### src/rtl/mem_arbiter_if.sv
// Bundle of the arbiter's request, response and RAM-side signals.
// The slave modport is the arbiter itself. The master modport is the
// surrounding pipeline stages and the RAM that drive it.
interface mem_arbiter_if #(
  parameter int ADDR_WIDTH = 17
) ();
  logic                  if_req_i;
  logic [31:0]           if_addr_i;
  logic                  if_flush_i;
  logic [31:0]           if_data_o;
  logic                  if_done_o;
  logic                  mem_req_i;
  logic                  mem_we_i;
  logic [1:0]            mem_len_i;
  logic [31:0]           mem_addr_i;
  logic [31:0]           mem_wdata_i;
  logic [31:0]           mem_rdata_o;
  logic                  mem_done_o;
  logic [ADDR_WIDTH-1:0] ram_addr_o;
  logic                  ram_wr_o;
  logic [7:0]            ram_dout_o;
  logic [7:0]            ram_din_i;
  logic                  stallreq_if_o;
  logic                  stallreq_mem_o;

  modport slave (
    input  if_req_i, if_addr_i, if_flush_i,
    input  mem_req_i, mem_we_i, mem_len_i, mem_addr_i, mem_wdata_i,
    input  ram_din_i,
    output if_data_o, if_done_o, mem_rdata_o, mem_done_o,
    output ram_addr_o, ram_wr_o, ram_dout_o,
    output stallreq_if_o, stallreq_mem_o
  );

  modport master (
    output if_req_i, if_addr_i, if_flush_i,
    output mem_req_i, mem_we_i, mem_len_i, mem_addr_i, mem_wdata_i,
    output ram_din_i,
    input  if_data_o, if_done_o, mem_rdata_o, mem_done_o,
    input  ram_addr_o, ram_wr_o, ram_dout_o,
    input  stallreq_if_o, stallreq_mem_o
  );
endinterface

### src/rtl/mem_arbiter.sv
// Arbiter that shares one byte-wide RAM port between instruction fetch
// and the data stage. Each access is split into 1/2/4 byte beats, and
// read bytes are assembled little-endian.
module mem_arbiter #(
  parameter int ADDR_WIDTH = 17,
  parameter bit MEM_FIRST  = 1'b1
) (
  input  logic          clk,
  input  logic          rst,
  mem_arbiter_if.slave  bus
);

  typedef enum logic [1:0] {IDLE, IF_RD, MEM_RD, MEM_WR} state_t;

  state_t                state_reg, state_next;
  logic [2:0]            beat_reg, beat_next;
  logic [2:0]            len_reg, len_next;
  logic [ADDR_WIDTH-1:0] base_reg, base_next;
  logic [31:0]           wdata_reg, wdata_next;
  logic [31:0]           asm_reg, asm_next;
  logic [ADDR_WIDTH-1:0] ram_addr_reg, ram_addr_next;
  logic                  ram_wr_reg, ram_wr_next;
  logic [7:0]            ram_dout_reg, ram_dout_next;
  logic                  if_done_reg, if_done_next;
  logic                  mem_done_reg, mem_done_next;
  logic [31:0]           if_data_reg, if_data_next;
  logic [31:0]           mem_rdata_reg, mem_rdata_next;

  logic                  if_elig, mem_elig, grant_if, grant_mem;
  logic [2:0]            mem_n;
  logic                  last_beat;
  logic [2:0]            next_beat;
  logic [ADDR_WIDTH-1:0] next_addr;
  logic [31:0]           asm_cap;
  logic                  unused_addr_bits;

  // A port that is in its done cycle, or an IF being flushed, may not be granted.
  assign if_elig   = bus.if_req_i && !if_done_reg && !bus.if_flush_i;
  assign mem_elig  = bus.mem_req_i && !mem_done_reg;
  assign grant_mem = mem_elig && (MEM_FIRST || !if_elig);
  assign grant_if  = if_elig && !grant_mem;

  assign mem_n     = (bus.mem_len_i == 2'd0) ? 3'd1 :
                     (bus.mem_len_i == 2'd1) ? 3'd2 : 3'd4;
  assign last_beat = (beat_reg == len_reg - 3'd1);
  assign next_beat = beat_reg + 3'd1;
  assign next_addr = base_reg + ADDR_WIDTH'(next_beat);
  // The byte arriving now belongs to the beat whose address went out last cycle.
  assign asm_cap   = asm_reg | ({24'd0, bus.ram_din_i} << {beat_reg[1:0], 3'b000});

  assign unused_addr_bits = ^{bus.if_addr_i[31:ADDR_WIDTH], bus.mem_addr_i[31:ADDR_WIDTH]};

  // State and datapath registers, all cleared by reset.
  always_ff @(posedge clk) begin
    if (rst) begin
      state_reg     <= IDLE;
      beat_reg      <= 3'd0;
      len_reg       <= 3'd0;
      base_reg      <= '0;
      wdata_reg     <= 32'd0;
      asm_reg       <= 32'd0;
      ram_addr_reg  <= '0;
      ram_wr_reg    <= 1'b0;
      ram_dout_reg  <= 8'd0;
      if_done_reg   <= 1'b0;
      mem_done_reg  <= 1'b0;
      if_data_reg   <= 32'd0;
      mem_rdata_reg <= 32'd0;
    end else begin
      state_reg     <= state_next;
      beat_reg      <= beat_next;
      len_reg       <= len_next;
      base_reg      <= base_next;
      wdata_reg     <= wdata_next;
      asm_reg       <= asm_next;
      ram_addr_reg  <= ram_addr_next;
      ram_wr_reg    <= ram_wr_next;
      ram_dout_reg  <= ram_dout_next;
      if_done_reg   <= if_done_next;
      mem_done_reg  <= mem_done_next;
      if_data_reg   <= if_data_next;
      mem_rdata_reg <= mem_rdata_next;
    end
  end

  // Next-state selection: grant in IDLE, leave on the last beat or an IF flush.
  always_comb begin
    state_next = state_reg;
    case (state_reg)
      IDLE: begin
        if (grant_mem)     state_next = bus.mem_we_i ? MEM_WR : MEM_RD;
        else if (grant_if) state_next = IF_RD;
      end
      IF_RD:   if (bus.if_flush_i || last_beat) state_next = IDLE;
      MEM_RD:  if (last_beat) state_next = IDLE;
      MEM_WR:  if (last_beat) state_next = IDLE;
      default: state_next = IDLE;
    endcase
  end

  // Beat sequencing, byte capture and the registered RAM/done outputs.
  always_comb begin
    beat_next      = beat_reg;
    len_next       = len_reg;
    base_next      = base_reg;
    wdata_next     = wdata_reg;
    asm_next       = asm_reg;
    ram_addr_next  = ram_addr_reg;
    ram_wr_next    = 1'b0;
    ram_dout_next  = ram_dout_reg;
    if_done_next   = 1'b0;
    mem_done_next  = 1'b0;
    if_data_next   = if_data_reg;
    mem_rdata_next = mem_rdata_reg;
    case (state_reg)
      IDLE: begin
        if (grant_mem) begin
          base_next     = bus.mem_addr_i[ADDR_WIDTH-1:0];
          len_next      = mem_n;
          wdata_next    = bus.mem_wdata_i;
          beat_next     = 3'd0;
          asm_next      = 32'd0;
          ram_addr_next = bus.mem_addr_i[ADDR_WIDTH-1:0];
          ram_wr_next   = bus.mem_we_i;
          ram_dout_next = bus.mem_wdata_i[7:0];
        end else if (grant_if) begin
          base_next     = bus.if_addr_i[ADDR_WIDTH-1:0];
          len_next      = 3'd4;
          beat_next     = 3'd0;
          asm_next      = 32'd0;
          ram_addr_next = bus.if_addr_i[ADDR_WIDTH-1:0];
        end
      end
      IF_RD: begin
        if (!bus.if_flush_i) begin
          asm_next = asm_cap;
          if (last_beat) begin
            if_done_next = 1'b1;
            if_data_next = asm_cap;
          end else begin
            beat_next     = next_beat;
            ram_addr_next = next_addr;
          end
        end
      end
      MEM_RD: begin
        asm_next = asm_cap;
        if (last_beat) begin
          mem_done_next  = 1'b1;
          mem_rdata_next = asm_cap;
        end else begin
          beat_next     = next_beat;
          ram_addr_next = next_addr;
        end
      end
      MEM_WR: begin
        if (last_beat) begin
          mem_done_next = 1'b1;
        end else begin
          beat_next     = next_beat;
          ram_addr_next = next_addr;
          ram_wr_next   = 1'b1;
          ram_dout_next = wdata_reg[{next_beat[1:0], 3'b000} +: 8];
        end
      end
      default: ;
    endcase
  end

  assign bus.if_data_o      = if_data_reg;
  assign bus.if_done_o      = if_done_reg;
  assign bus.mem_rdata_o    = mem_rdata_reg;
  assign bus.mem_done_o     = mem_done_reg;
  assign bus.ram_addr_o     = ram_addr_reg;
  assign bus.ram_wr_o       = ram_wr_reg;
  assign bus.ram_dout_o     = ram_dout_reg;
  assign bus.stallreq_if_o  = bus.if_req_i && !if_done_reg;
  assign bus.stallreq_mem_o = bus.mem_req_i && !mem_done_reg;

endmodule

### src/flat_wrapper.sv
// flat-port wrapper written by rule: the top's interface ports become plain ports
module mem_arbiter_flat 
#(
  parameter int ADDR_WIDTH = 17,
  parameter bit MEM_FIRST  = 1'b1
)
  (clk, rst, bus_if_req_i, bus_if_addr_i, bus_if_flush_i, bus_mem_req_i, bus_mem_we_i, bus_mem_len_i, bus_mem_addr_i, bus_mem_wdata_i, bus_ram_din_i, bus_if_data_o, bus_if_done_o, bus_mem_rdata_o, bus_mem_done_o, bus_ram_addr_o, bus_ram_wr_o, bus_ram_dout_o, bus_stallreq_if_o, bus_stallreq_mem_o);
  mem_arbiter_if #(.ADDR_WIDTH(ADDR_WIDTH)) bus_i ();
  input  logic clk;
  input  logic rst;
  input wire logic [$bits(bus_i.if_req_i)-1:0] bus_if_req_i;
  input wire logic [$bits(bus_i.if_addr_i)-1:0] bus_if_addr_i;
  input wire logic [$bits(bus_i.if_flush_i)-1:0] bus_if_flush_i;
  input wire logic [$bits(bus_i.mem_req_i)-1:0] bus_mem_req_i;
  input wire logic [$bits(bus_i.mem_we_i)-1:0] bus_mem_we_i;
  input wire logic [$bits(bus_i.mem_len_i)-1:0] bus_mem_len_i;
  input wire logic [$bits(bus_i.mem_addr_i)-1:0] bus_mem_addr_i;
  input wire logic [$bits(bus_i.mem_wdata_i)-1:0] bus_mem_wdata_i;
  input wire logic [$bits(bus_i.ram_din_i)-1:0] bus_ram_din_i;
  output wire logic [$bits(bus_i.if_data_o)-1:0] bus_if_data_o;
  output wire logic [$bits(bus_i.if_done_o)-1:0] bus_if_done_o;
  output wire logic [$bits(bus_i.mem_rdata_o)-1:0] bus_mem_rdata_o;
  output wire logic [$bits(bus_i.mem_done_o)-1:0] bus_mem_done_o;
  output wire logic [$bits(bus_i.ram_addr_o)-1:0] bus_ram_addr_o;
  output wire logic [$bits(bus_i.ram_wr_o)-1:0] bus_ram_wr_o;
  output wire logic [$bits(bus_i.ram_dout_o)-1:0] bus_ram_dout_o;
  output wire logic [$bits(bus_i.stallreq_if_o)-1:0] bus_stallreq_if_o;
  output wire logic [$bits(bus_i.stallreq_mem_o)-1:0] bus_stallreq_mem_o;
  assign bus_i.if_req_i = bus_if_req_i;
  assign bus_i.if_addr_i = bus_if_addr_i;
  assign bus_i.if_flush_i = bus_if_flush_i;
  assign bus_i.mem_req_i = bus_mem_req_i;
  assign bus_i.mem_we_i = bus_mem_we_i;
  assign bus_i.mem_len_i = bus_mem_len_i;
  assign bus_i.mem_addr_i = bus_mem_addr_i;
  assign bus_i.mem_wdata_i = bus_mem_wdata_i;
  assign bus_i.ram_din_i = bus_ram_din_i;
  assign bus_if_data_o = bus_i.if_data_o;
  assign bus_if_done_o = bus_i.if_done_o;
  assign bus_mem_rdata_o = bus_i.mem_rdata_o;
  assign bus_mem_done_o = bus_i.mem_done_o;
  assign bus_ram_addr_o = bus_i.ram_addr_o;
  assign bus_ram_wr_o = bus_i.ram_wr_o;
  assign bus_ram_dout_o = bus_i.ram_dout_o;
  assign bus_stallreq_if_o = bus_i.stallreq_if_o;
  assign bus_stallreq_mem_o = bus_i.stallreq_mem_o;
  mem_arbiter #(.ADDR_WIDTH(ADDR_WIDTH), .MEM_FIRST(MEM_FIRST)) u_core (.clk(clk), .rst(rst), .bus(bus_i));
endmodule
### config.mk
export PLATFORM = sky130hd
export DESIGN_NAME = mem_arbiter_flat
export DESIGN_NICKNAME = d
export VERILOG_FILES = /design/src/rtl/mem_arbiter_if.sv /design/src/rtl/mem_arbiter.sv /design/src/flat_wrapper.sv
export SDC_FILE = /design/constraint.sdc
export NUM_CORES = 1
export LEC_CHECK = 0
export ABC_AREA = 1
export CAP_MARGIN = 15
export CORE_ASPECT_RATIO = 0.8
export CORE_MARGIN = 8
export CORE_UTILIZATION = 35
export DETAILED_ROUTE_END_ITERATION = 10
export HOLD_SLACK_MARGIN = 0.1
export PLACE_DENSITY_LB_ADDON = 0.2
export SLEW_MARGIN = 40
export SYNTH_ARGS = -nofsm -noshare
export SYNTH_HDL_FRONTEND = slang
export SYNTH_SLANG_ARGS = --single-unit
### constraint.sdc
create_clock -name clk -period 3.1 [get_ports clk]
set_input_delay 0.31 -clock clk [delete_from_list [all_inputs] [get_ports clk]]
set_output_delay 0.31 -clock clk [all_outputs]
set_load 0.005 [all_outputs]
Yosys cells after proc, flatten, opt, wreduce, memory -nomap -nowiden

Index checks and enable logic that the tools add are counted.

Register bits: 181

Equality and inequality tests: 11
Reductions and logical operators: 25
Mux-type cells: 31
Bitwise gates (word level): 4
Shift-type cells: 2
Add/subtract/negate cells: 3

Operators with widths:

| operator           | number |
|---|---|
| $mux 32            | 3 |
| $pmux 32 s3        | 1 |
| $mux 17            | 4 |
| $pmux 17 s3        | 1 |
| $or 32x32->32      | 1 |
| $shiftx 32x6->8    | 1 |
| $shl 8x5->32       | 1 |
| $mux 3             | 8 |
| $add 17x3->17      | 1 |
| $mux 8             | 2 |
| $pmux 8 s2         | 1 |
| $reduce_and 3->1   | 4 |
| $pmux 3 s3         | 1 |
| $mux 2             | 4 |
| $reduce_and 2->1   | 4 |
| $ne 2x1->1 const B | 3 |
| $pmux 2 s3         | 1 |
| $eq 2x1->1 const B | 2 |
| $eq 2x2->1 const B | 2 |
| $logic_and 1x1->1  | 4 |
| $logic_not 1->1    | 4 |
| $logic_not 2->1    | 2 |
| $mux 1             | 4 |
| $ne 2x2->1 const B | 2 |
| other kinds (11)   | 15 |

Logic depth before layout (Yosys ltp)

Depth in word-level cells: 7
Gate-level depth with buffers: 16
Mapped depth without buffers: 14

Worst setup path after synthesis

Ideal clock, no wire load.

Path kind: flip-flop to flip-flop
Start: register u_core.beat_reg[0]
End: register u_core.ram_addr_reg[16], in the netlist u_core.bus.ram_addr_o[16]
Cell stages (with the launch flop): 13
Required time: 2.968 ns
Clock period less this slack: 2.261 ns
Slack: 0.839 ns
Data arrival time: 2.129 ns
Library setup time: 0.132 ns
Buffers on the path: 1
Path through: dfxtp_1 -> ha_1 -> buf_2 -> clkinv_1 -> fa_1 -> inv_1 -> nand3_1 -> nand2_1 -> nand2_1 -> o21ai_0 -> nand3_1 -> nand2_1 -> a21oi_1

Word-level cells in the longest chain between the ends: 5
Elaborated cells on any way between the ends: 6

Ends and longest elaborated chain:

| item                   | RTL line                                                   | source |
|---|---|---|
| start, declared        | mem_arbiter.sv:16                                          | `logic [2:0] beat_reg, beat_next;` |
| start signal, assigned | mem_arbiter.sv:71                                          | `beat_reg <= beat_next;` |
| $add 3x1->3            | mem_arbiter.sv:46                                          | `assign next_beat = beat_reg + 3'd1;` |
| $add 17x3->17          | mem_arbiter.sv:47                                          | `assign next_addr = base_reg + ADDR_WIDTH'(next_beat);` |
| $mux 17 (*)            | mem_arbiter.sv:137, mem_arbiter.sv:148, mem_arbiter.sv:157 |  |
| $mux 17                | mem_arbiter.sv:135                                         | `if (!bus.if_flush_i) begin` |
| $pmux 17 s3 (*)        | mem_arbiter.sv:115                                         | `case (state_reg)` |
| end signal, assigned   | mem_arbiter.sv:76                                          | `ram_addr_reg <= ram_addr_next;` |
| end, declared          | mem_arbiter.sv:21                                          | `logic [ADDR_WIDTH-1:0] ram_addr_reg, ram_addr_next;` |

Mark *: on every way between the ends. The rest lies on a longest branch, timed or not. The select of a mux whose other input is x is not followed.
A chain may end at the register's enable or synchronous reset.

Final worst setup path

Start: register u_core.beat_reg[0]
End: register u_core.ram_addr_reg[14], in the netlist u_core.bus.ram_addr_o[14]

The elaborated chain is that of the path after synthesis.

==> results.toml <==
[critical_path]
startpoint_type = "flip-flop"
timing.rr.start = "u_core.beat_reg[0]"
reg2regPathDepth = 13
worstReg2RegEnd = "u_core.bus.ram_addr_o[14]"
cp.required_ns = 3.38
worstPathMaxFanout = 10
reg2reg_setup_slack_ns = 0.62
setup.worst_path.end_class = "flip-flop"
worstSetupPathType = "reg -> reg"
cp_data_arrival_time_ns = 2.76

[route]
route.met2.wl_um = 11300
wl_um = 26200
drt-initial-drc-count = 717
drt-pass1-iter-count = 5
routed_metal_1_wirelength_um = 12600
detailroute.via_count = 8154
topRoutingLayerUsed = "met4"
route.antenna.remaining_nets = 0
drt-wirelength-per-cell_um = 16.2
drc_errors = 0
met3_length_um = 1940
routed_via_density = 5.04

[timing]
slew_headroom_pct = 45.4
worst_slack_ns = 0.618
pins_over_slew_limit = 0
worst_margin_slew_ns = 0.819
grt_setup_unrepaired = "no"
timing.final.crit_share_pct = 80.1
fmaxAchievable_ghz = 0.403
finalSetupViolations = 0
timing.final.hold_violations = 0
finalSetupTns_ns = 0
clock_skew_ns = 0.0143
finalWorstPathRequiredPeriod_ns = 2.48

[place]
post-dp-hpwl_um = 17900
place.gp.congestion = 0.820
place_ws_ns = 0.593
buffer_ports.inserted = 175

[layout]
diodes = 0
finalNetCount = 1417
flow.area_growth_from_synthesis_pct = 29.6
drive_above_1_share_pct = 5.74
layout_commonest_cell = "nand2_1"
num-fill-cells = 2396
layout_common_cells = "nand2_1 (255), dfxtp_1 (181), clkdlybuf4s50_1 (174)"

[cts]
cts_hold_buffers = 0
max-clock-path-buffers = 2
cts-htree-levels = 4
number_of_sinks_on_the_clock_net = 181
postCtsSetupRepairBufs = 0
cts-root-buf = "clkbuf_16"
clock_tree_from_tritoncts = "yes"
clock_insertion_delay_worst_skew_ns = 0.44
cts_resized = 0
cts_inserted_buffers = 17
clkSlewWorstSetupHoldPaths_ns = 0.08

[floorplanning]
floorplan.initialDensity_pct = 35.7
row_count = 50
die_area_sq_mm = 0.0291
chipHeight_um = 154
io_pins = 206
die_width_um = 189
placeableCoreArea_sq_mm = 0.0234

[yosys]
synthesis.area_per_instance_sq_um = 7.17
yosys.area.top_type_share_pct = 43.4
ys_warn_count = 0
synth-edff-count = 0
synth_nets = 1288
yosysSeqAreaShare_pct = 43.4
synth.area.top_cells = "dfxtp_1 (43%), nand2_1 (11%), a21oi_1 (9.5%), nand3_1 (6.2%), o21ai_0 (5.2%)"
ys_types = 37
synth.largest_area_cell = "dfxtp_1"
ys_seq_elements = 181
postSynthCellCount = 1164
synth_top_flop_cell = "dfxtp_1"
synth_area_sq_mm = 0.00835
async_reset_ff_share_pct = 0

[min_path]
timing.hold.worst_path_depth = 2
hold_class = "in -> reg"
hold_start = "rst"
hold_end = "u_core.bus.mem_rdata_o[23]"

[grt]
grt_start_max_net_pins = 101
grt_overflow_total = 0
grt_util_all_layers_pct = 17.7
antenna_found_initial = 0
grt_pass1_wl_um = 41700
first_global_vias = 7613

[run_status]
outcome = "finished clean"

[power_and_ir_drop]
p_leak_nw = 3.96
max-vdd-ir-drop_mv = 0.436
power-per-cell-area_mw_per_mm2 = 797

[flow_run]
timing.max_cap.violations = 0
synth_stat cells (all sizes together), types with 3 or more instances:
library cell,number
buf,37
or2,3
nor2,116
o21ai,90
inv,63
a21oi,159
clkbuf,47
a211oi,4
nand2,264
nand3,103
ha,11
dfxtp,181
nor3,3
o21bai,32
nand4,38
worst max path at each step:
| stage | cells after the start | startpoint | slack, ns | endpoint |
|---|---|---|---|---|
| after CTS | 13 | u_core.beat_reg[0] | 0.58 | u_core.bus.ram_addr_o[14] |
| after global routing | 13 | u_core.beat_reg[0] | 0.33 | u_core.bus.ram_addr_o[14] |
| after detailed placement | 13 | u_core.beat_reg[0] | 0.59 | u_core.bus.ram_addr_o[14] |
| after floorplan | 12 | u_core.beat_reg[0] | 0.84 | u_core.bus.ram_addr_o[16] |
| final | 13 | u_core.beat_reg[0] | 0.62 | u_core.bus.ram_addr_o[14] |
| after global placement | 13 | u_core.beat_reg[0] | 0.58 | u_core.bus.ram_addr_o[14] |
cells by family (layout without fill, tap and decap cells):
logic type | Yosys count | count (layout) | share of synthesized area [%]
compound gates | 289 | 289 | 18.6
simple gates | 530 | 530 | 27.4
fa+ha+maj | 12 | 12 | 1.89
buf+inv | 149 | 291 | 8.38
xor+xnor | 3 | 3 | 0.315
flops | 181 | 181 | 43.4
power breakdown:
| group | internal [W] | switching (W) |
|---|---|---|
| logic | 0.00114 | 0.00220 |
| clock network | 0.00125 | 0.00106 |
| registers | 0.00274 | 0.000233 |
per-layer routing:
metal	global-route usage, %	vias to the layer above
li1	-	4133
met1	24.7	3764
met2	26.7	236
met3	4.57	21
met4	4.61	0
met5	0	-
metrics by stage:
stage          instances  instance area, sq um  hold slack, ns  total power, W  utilization, %
3_5_place_dp        1586                 10200           0.449         0.00636            43.5
6_report            1618                 10800           0.184         0.00862            46.2
5_1_grt             1618                 10800           0.194         0.00922            46.2
3_3_place_gp        1586                 10200           0.441         0.00633            43.5
2_1_floorplan       1164                  8350           0.430         0.00525               -
4_1_cts             1618                 10800           0.184         0.00868            46.2
worst max-delay path, cell delays in order (launching register included):
cell	delay, ns
dfxtp_1	0.35
ha_1	0.31
clkinv_1	0.29
fa_1	0.54
inv_1	0.09
nand2_1	0.05
nand2_1	0.05
nand2_1	0.07
nor2_1	0.24
nand2_1	0.08
nand2_1	0.06
nand3_1	0.06
nand2_1	0.08
a21oi_1	0.05
area by class of cell:
| class | count | area [sq um] | area share [%] |
|---|---|---|---|
| Multi-Input combinational cell | 834 | 4030 | 37.2 |
| Sequential cell | 181 | 3620 | 33.5 |
| Timing Repair Buffer | 194 | 1900 | 17.5 |
| Clock buffer | 18 | 439 | 4.06 |
| Tap cell | 312 | 390 | 3.61 |
| Inverter | 65 | 254 | 2.35 |
| Clock inverter | 14 | 186 | 1.72 |
No activity file was read; power rests on OpenSTA's default activity.
